$ cat src/rtl/pipelined_add_constant_capture_if.sv
// ----------------------------------------------------------------------------
// pipelined_add_constant_capture_if
// Purpose : generic valid/ready stream bundle used for both the capture
//           command channel and the captured-term output channel.
// Signals :
//   vld  - source has a beat on dat
//   rdy  - sink accepts the beat; transfer when vld & rdy
//   dat  - W-bit payload
// Modports:
//   master - drives vld/dat, observes rdy
//   slave  - observes vld/dat, drives rdy
// ----------------------------------------------------------------------------
interface pipelined_add_constant_capture_if #(
    parameter int W = 32
);
    logic         vld;
    logic         rdy;
    logic [W-1:0] dat;

    modport master (output vld, output dat, input rdy);
    modport slave  (input vld, input dat, output rdy);
endinterface

$ cat src/rtl/pipelined_add_constant_capture.sv
// ----------------------------------------------------------------------------
// pipelined_add_constant_capture
// Purpose : downstream consumer of the pipelined add-constant accumulator.
//           Captures a commanded number of consecutive y_w terms that follow
//           an init strobe, queues them in a small FIFO and drains the FIFO
//           over a valid/ready stream. The accumulator cannot stall, so terms
//           that meet a full FIFO are dropped and ovf is raised.
// Ports   :
//   i_clk    - clock
//   i_rst_n  - synchronous reset, active-low
//   i_y_w    - accumulator result, sampled every cycle
//   i_init   - init strobe shared with the accumulator
//   i_cmd    - command stream (slave): vld/rdy handshake, dat = term count
//   o_out    - captured-term stream (master): vld = FIFO head valid,
//              dat = FIFO head, rdy = consumer ready
//   o_done   - one-cycle pulse when a capture command completes
//   o_ovf    - sticky, at least one term dropped in the current command
// ----------------------------------------------------------------------------
module pipelined_add_constant_capture #(
    parameter int W     = 32,
    parameter int CW    = 8,
    parameter int DEPTH = 4
) (
    input  logic                             i_clk,
    input  logic                             i_rst_n,
    input  logic [W-1:0]                     i_y_w,
    input  logic                             i_init,
    pipelined_add_constant_capture_if.slave  i_cmd,
    pipelined_add_constant_capture_if.master o_out,
    output logic                             o_done,
    output logic                             o_ovf
);

    localparam int AW = $clog2(DEPTH);
    localparam logic [AW:0]   PTR_ONE = {{AW{1'b0}}, 1'b1};
    localparam logic [CW-1:0] CNT_ONE = {{(CW-1){1'b0}}, 1'b1};

    typedef enum logic [1:0] {
        IDLE,
        ARMED,
        CAPT
    } state_t;

    state_t        r_state;
    state_t        w_next_state;
    logic [CW-1:0] r_n;
    logic [CW-1:0] r_rem;
    logic          r_done;
    logic          r_ovf;

    logic [W-1:0]  r_mem [DEPTH];
    logic [AW:0]   r_wptr;
    logic [AW:0]   r_rptr;

    logic          w_empty;
    logic          w_full;
    logic          w_pop;
    logic          w_push;
    logic          w_term;
    logic          w_drop;
    logic          w_cmd_acc;
    logic          w_cmd_zero;
    logic          w_last;
    logic          w_reload;

    // The extra pointer MSB separates full (MSBs differ) from empty (equal).
    assign w_empty    = (r_wptr == r_rptr);
    assign w_full     = (r_wptr[AW] != r_rptr[AW]) &&
                        (r_wptr[AW-1:0] == r_rptr[AW-1:0]);
    assign w_pop      = !w_empty && o_out.rdy;

    assign w_cmd_acc  = (r_state == IDLE) && i_cmd.vld;
    assign w_cmd_zero = (i_cmd.dat == '0);

    // A term is any CAPT cycle without init; a same-cycle pop frees the slot
    // a full FIFO needs, so the term is still kept in that case.
    assign w_term     = (r_state == CAPT) && !i_init;
    assign w_push     = w_term && (!w_full || w_pop);
    assign w_drop     = w_term && !w_push;
    assign w_last     = (r_rem == CNT_ONE);
    assign w_reload   = ((r_state == ARMED) || (r_state == CAPT)) && i_init;

    assign i_cmd.rdy  = (r_state == IDLE);
    assign o_out.vld  = !w_empty;
    assign o_out.dat  = r_mem[r_rptr[AW-1:0]];
    assign o_done     = r_done;
    assign o_ovf      = r_ovf;

    // Next-state logic: a zero-length command never leaves IDLE, and a
    // re-init inside CAPT stays in CAPT with the count reloaded.
    always_comb begin
        w_next_state = r_state;
        case (r_state)
            IDLE:    if (w_cmd_acc && !w_cmd_zero) w_next_state = ARMED;
            ARMED:   if (i_init)                   w_next_state = CAPT;
            CAPT:    if (w_term && w_last)         w_next_state = IDLE;
            default:                               w_next_state = IDLE;
        endcase
    end

    // Control state, counters, flags and FIFO pointers. Reset abandons any
    // command in flight without producing a done pulse.
    always_ff @(posedge i_clk) begin
        if (!i_rst_n) begin
            r_state <= IDLE;
            r_n     <= '0;
            r_rem   <= '0;
            r_done  <= 1'b0;
            r_ovf   <= 1'b0;
            r_wptr  <= '0;
            r_rptr  <= '0;
        end else begin
            r_state <= w_next_state;
            r_done  <= (w_cmd_acc && w_cmd_zero) || (w_term && w_last);

            if (w_cmd_acc) begin
                r_n   <= i_cmd.dat;
                r_ovf <= 1'b0;
            end else if (w_drop) begin
                r_ovf <= 1'b1;
            end

            if (w_reload) begin
                r_rem <= r_n;
            end else if (w_term) begin
                r_rem <= r_rem - CNT_ONE;
            end

            if (w_push) r_wptr <= r_wptr + PTR_ONE;
            if (w_pop)  r_rptr <= r_rptr + PTR_ONE;
        end
    end

    // FIFO storage holds terms verbatim; it needs no reset because the
    // pointers decide which entries are meaningful.
    always_ff @(posedge i_clk) begin
        if (w_push) r_mem[r_wptr[AW-1:0]] <= i_y_w;
    end

endmodule

$ cat src/flat_wrapper.sv
// flat-port wrapper written by rule: the top's interface ports become plain ports
module pipelined_add_constant_capture_flat 
#(
    parameter int W     = 32,
    parameter int CW    = 8,
    parameter int DEPTH = 4
)
  (i_clk, i_rst_n, i_y_w, i_init, o_done, o_ovf, i_cmd_vld, i_cmd_dat, i_cmd_rdy, o_out_vld, o_out_dat, o_out_rdy);
  pipelined_add_constant_capture_if #(.W(W)) i_cmd_i ();
  pipelined_add_constant_capture_if #(.W(W)) o_out_i ();
  input  logic i_clk;
  input  logic i_rst_n;
  input  logic [W-1:0] i_y_w;
  input  logic i_init;
  output logic o_done;
  output logic o_ovf;
  input wire logic [$bits(i_cmd_i.vld)-1:0] i_cmd_vld;
  input wire logic [$bits(i_cmd_i.dat)-1:0] i_cmd_dat;
  output wire logic [$bits(i_cmd_i.rdy)-1:0] i_cmd_rdy;
  output wire logic [$bits(o_out_i.vld)-1:0] o_out_vld;
  output wire logic [$bits(o_out_i.dat)-1:0] o_out_dat;
  input wire logic [$bits(o_out_i.rdy)-1:0] o_out_rdy;
  assign i_cmd_i.vld = i_cmd_vld;
  assign i_cmd_i.dat = i_cmd_dat;
  assign i_cmd_rdy = i_cmd_i.rdy;
  assign o_out_vld = o_out_i.vld;
  assign o_out_dat = o_out_i.dat;
  assign o_out_i.rdy = o_out_rdy;
  pipelined_add_constant_capture #(.W(W), .CW(CW), .DEPTH(DEPTH)) u_core (.i_clk(i_clk), .i_rst_n(i_rst_n), .i_y_w(i_y_w), .i_init(i_init), .i_cmd(i_cmd_i), .o_out(o_out_i), .o_done(o_done), .o_ovf(o_ovf));
endmodule
$ cat config.mk
export PLATFORM = sky130hd
export DESIGN_NAME = pipelined_add_constant_capture_flat
export DESIGN_NICKNAME = d
export VERILOG_FILES = /design/src/rtl/pipelined_add_constant_capture_if.sv /design/src/rtl/pipelined_add_constant_capture.sv /design/src/flat_wrapper.sv
export SDC_FILE = /design/constraint.sdc
export NUM_CORES = 1
export LEC_CHECK = 0
export CAP_MARGIN = 20
export CORE_MARGIN = 3
export CORE_UTILIZATION = 40
export CTS_BUF_LIST = sky130_fd_sc_hd__clkbuf_8
export CTS_CLUSTER_DIAMETER = 120
export DETAILED_ROUTE_END_ITERATION = 10
export HOLD_SLACK_MARGIN = 0.06
export SLEW_MARGIN = 20
export SYNTH_ARGS = -nofsm -noshare
export SYNTH_HDL_FRONTEND = slang
export SYNTH_SLANG_ARGS = --single-unit
export TNS_END_PERCENT = 30
$ cat constraint.sdc
create_clock -name i_clk -period 3.9 [get_ports i_clk]
set_input_delay 0.78 -clock i_clk [delete_from_list [all_inputs] [get_ports i_clk]]
set_output_delay 0.78 -clock i_clk [all_outputs]
set_load 0.02 [all_outputs]
==> metrics <==
vias in the first global route=3463; GR peak layer=met2; Detailed Routing Iterations Pass 1=4; detailed-route DRC error count=0; Root Driver=clkbuf_8; Hold Vio Cnt, Final=0; Max FO, Critical Path=32; CP Data Required Time=3120 ps; CP Cell Sequence=buf_4 -> mux4_2 -> clkdlybuf4s50_1; RSZ-0062 raised after global routing=false; Mapped Cells=343; Via density=5.15; Placer Congestion=0.732; CP arrival=2490 ps; area occupied by multi-input gates=1660 µm²; Synth cell types=44; Syn Area/Cell=18.0 µm²; clk slew on worst S/H paths=90 ps; maxcap violations=0; status=completed; Cell Count, Final, Fillers Out=655; maximum vdd ir drop=214 µV; GRT met1 Usage=0.180; Starting Density=0.416; Die Y=130 µm; HPWL after DPL=7820 µm; layout cells sized above 1=0.174; Synth async-reset ratio=0; Worst Path Class, Setup=reg -> out; #FFs+latches synth=156; clk buf depth=2; Slew Limit Fails=0; number of synthesized flops with an enable pin=128; Synth top area share=0.624; syn_nets=424; GR Util met2=0.234; Fin Setup TNS=0 ps; hold path startpoint=u_core.r_n[4]; type of the worst min-delay path=reg -> reg; grt total ovfl=0; Setup Skew=10.1 ps; Final Routed Wirelength=11500 µm; FF+latch area=4410 µm²; initial antenna violation count=0; Area Growth Syn to Fin=26.7%; die area=16900 µm²; grt met3 use=0.0450; reg2reg end=u_core.r_mem[2][5]; 1st-iter DRT viols=145; io pins=105; Critical Path Max Stage Delay=620 ps; setup slack, reg-to-reg=1520 ps; Synth area leaders=edfxtp_1 (62%), mux4_2 (12%), dfxtp_1 (9.1%); Via Count=3372; area leader, netlist=edfxtp_1; Row Count=44; clock latency at the later pin of the worst-skew pair=440 ps; global-route wire length before repair=17900 µm; Setup Fix Bufs, Post-CTS=0; CTS tree=built; Post-CTS Resized=0; leakage power=2.51 nW; fillers=1193; YS warnings=0; Inserted Clock Buffers=17; Antenna diodes=0; drt wl/cell=17.6 µm; Worst Hold End=u_core.r_n[4]; Tmin final=3270 ps; Core Area=14800 µm²; IO buf count=104; Worst R2R Path Depth=6; area post-placement=7410 µm²; Die X=130 µm; fmax=0.306 GHz; Syn Std Cell Area=6160 µm²; Slowest-stage cell, CP=mux4_2; Post-Place Cells=623; post-route ant nets=0; sequential share of the synthesized area=0.715; Pwr per Cell Area=488 nW/µm²; # hold bufs at CTS=0; Rel. slew slack=0.435; fin nets=539; Critical Path Sink Type=primary output; hold depth=2; H-tree levels=4; origin of the critical flop-to-flop path=u_core.r_state[0]; prevailing post-synth register cell=edfxtp_1; final setup vio count=0; Worst setup SP type=flop; Tcrit/Tclk final=0.838; largest net degree at the start of global routing=34; Total Routing Usage GR=0.143; worst slew pin tran=848 ps; post-route cell area=7800 µm²; CTS sink cnt=156
==> stage by stage <==
stage          hold slack [ps]  setup slack, ps  utilization  power (mW)
6_report                   476              634        0.527        3.81
5_1_grt                    514              479        0.527        3.99
4_1_cts                    487              548        0.527        3.86
3_5_place_dp               476              754        0.500        2.67
3_3_place_gp               465              807        0.500        2.66
2_1_floorplan              431             1710            -        2.38
==> layout by cell type, fill, tap and decap left out, drive strengths merged, types with 3 or more instances in the layout <==
cell type      count
a21boi            14
a21oi              4
a221oi             3
and2               9
buf                5
clkbuf            17
clkdlybuf4s50    104
clkinv             3
clkinvlp           3
dfxtp             28
edfxtp           128
ha                12
inv               16
mux4              32
nand2             28
nand3              5
nand4              3
nor2              11
nor2b              7
nor4              10
xnor2              5
xor2               3
==> worst max-delay path: cells and delay by family, from the launching register on <==
| family | cells | cell delay (ps) |
|---|---|---|
| buffers and inverters | 2 | 1080 |
| flip-flops | 1 | 320 |
| multiplexers | 1 | 620 |
==> per-layer routing <==
layer	up-vias	part of all wire	wire (µm)
met5	-	0	0
li1	1580	-	-
met1	1665	0.42	4870
met4	0	0.012	133
met3	9	0.063	723
met2	118	0.50	5790
==> cell type report <==
class | count | share of cell area
inverter | 9 | 0.00433
tap | 184 | 0.0295
timing repair buffer | 109 | 0.138
multi-input combinational | 165 | 0.213
clock buffer | 17 | 0.0300
clock inverter | 15 | 0.0205
sequential | 156 | 0.565
==> cell families (layout without fill, tap and decap cells) <==
kind of cell	after synthesis	in the layout	share of synthesized area
buffers and inverters	22	150	0.0156
adder cells (fa/ha/maj)	12	12	0.0244
AO/OA/AOI/OAI	31	31	0.0408
XOR/XNOR	8	8	0.0138
multiplexers	35	35	0.122
flip-flops	156	156	0.715
AND/OR/NAND/NOR	79	79	0.0683
==> worst max-delay path by stage <==
stage / slack [ps] / cells past startpoint / startpoint / endpoint
floorplan: 1710 / 4 / i_init / u_core.r_mem[0][0]
global placement: 810 / 5 / i_init / u_core.r_mem[1][1]
detailed placement: 750 / 5 / i_init / u_core.r_mem[2][5]
CTS: 550 / 3 / flop / o_out_dat[9]
global route: 480 / 3 / flop / o_out_dat[26]
finish: 630 / 3 / flop / o_out_dat[26]
==> flip-flops by register name (all words and copies together), names as in the netlist, named ones only <==
signal / cells
u_core.r_state: 2
u_core.r_wptr: 3
u_core.r_mem: 128
u_core.o_done: 1
u_core.r_rem: 8
u_core.r_n: 8
u_core.o_ovf: 1
u_core.r_rptr: 3
==> synth_stat cells, types with 2 or more instances <==
library cell  number
a21boi_0          11
a21boi_1           3
a21oi_1            4
a221oi_1           2
a22oi_1            2
and2_1             4
and2_2             4
buf_2              5
clkbuf_1           6
dfxtp_1           28
edfxtp_1         128
ha_1              12
inv_1              9
mux2i_1            2
mux4_2            32
nand2_1           28
nand3_1            5
nand4_1            3
nor2_1            11
nor2b_1            6
nor4_1             9
o21ai_0            2
xnor2_1            3
xnor2_2            2
xor2_1             3
==> power by group <==
part           leakage [nW]  switching, mW  internal [mW]
clock                 0.194          0.606          0.580
combinational         0.939          0.353          0.344
sequential             1.38         0.0482           1.88
No activity file was read; power rests on OpenSTA's default activity.
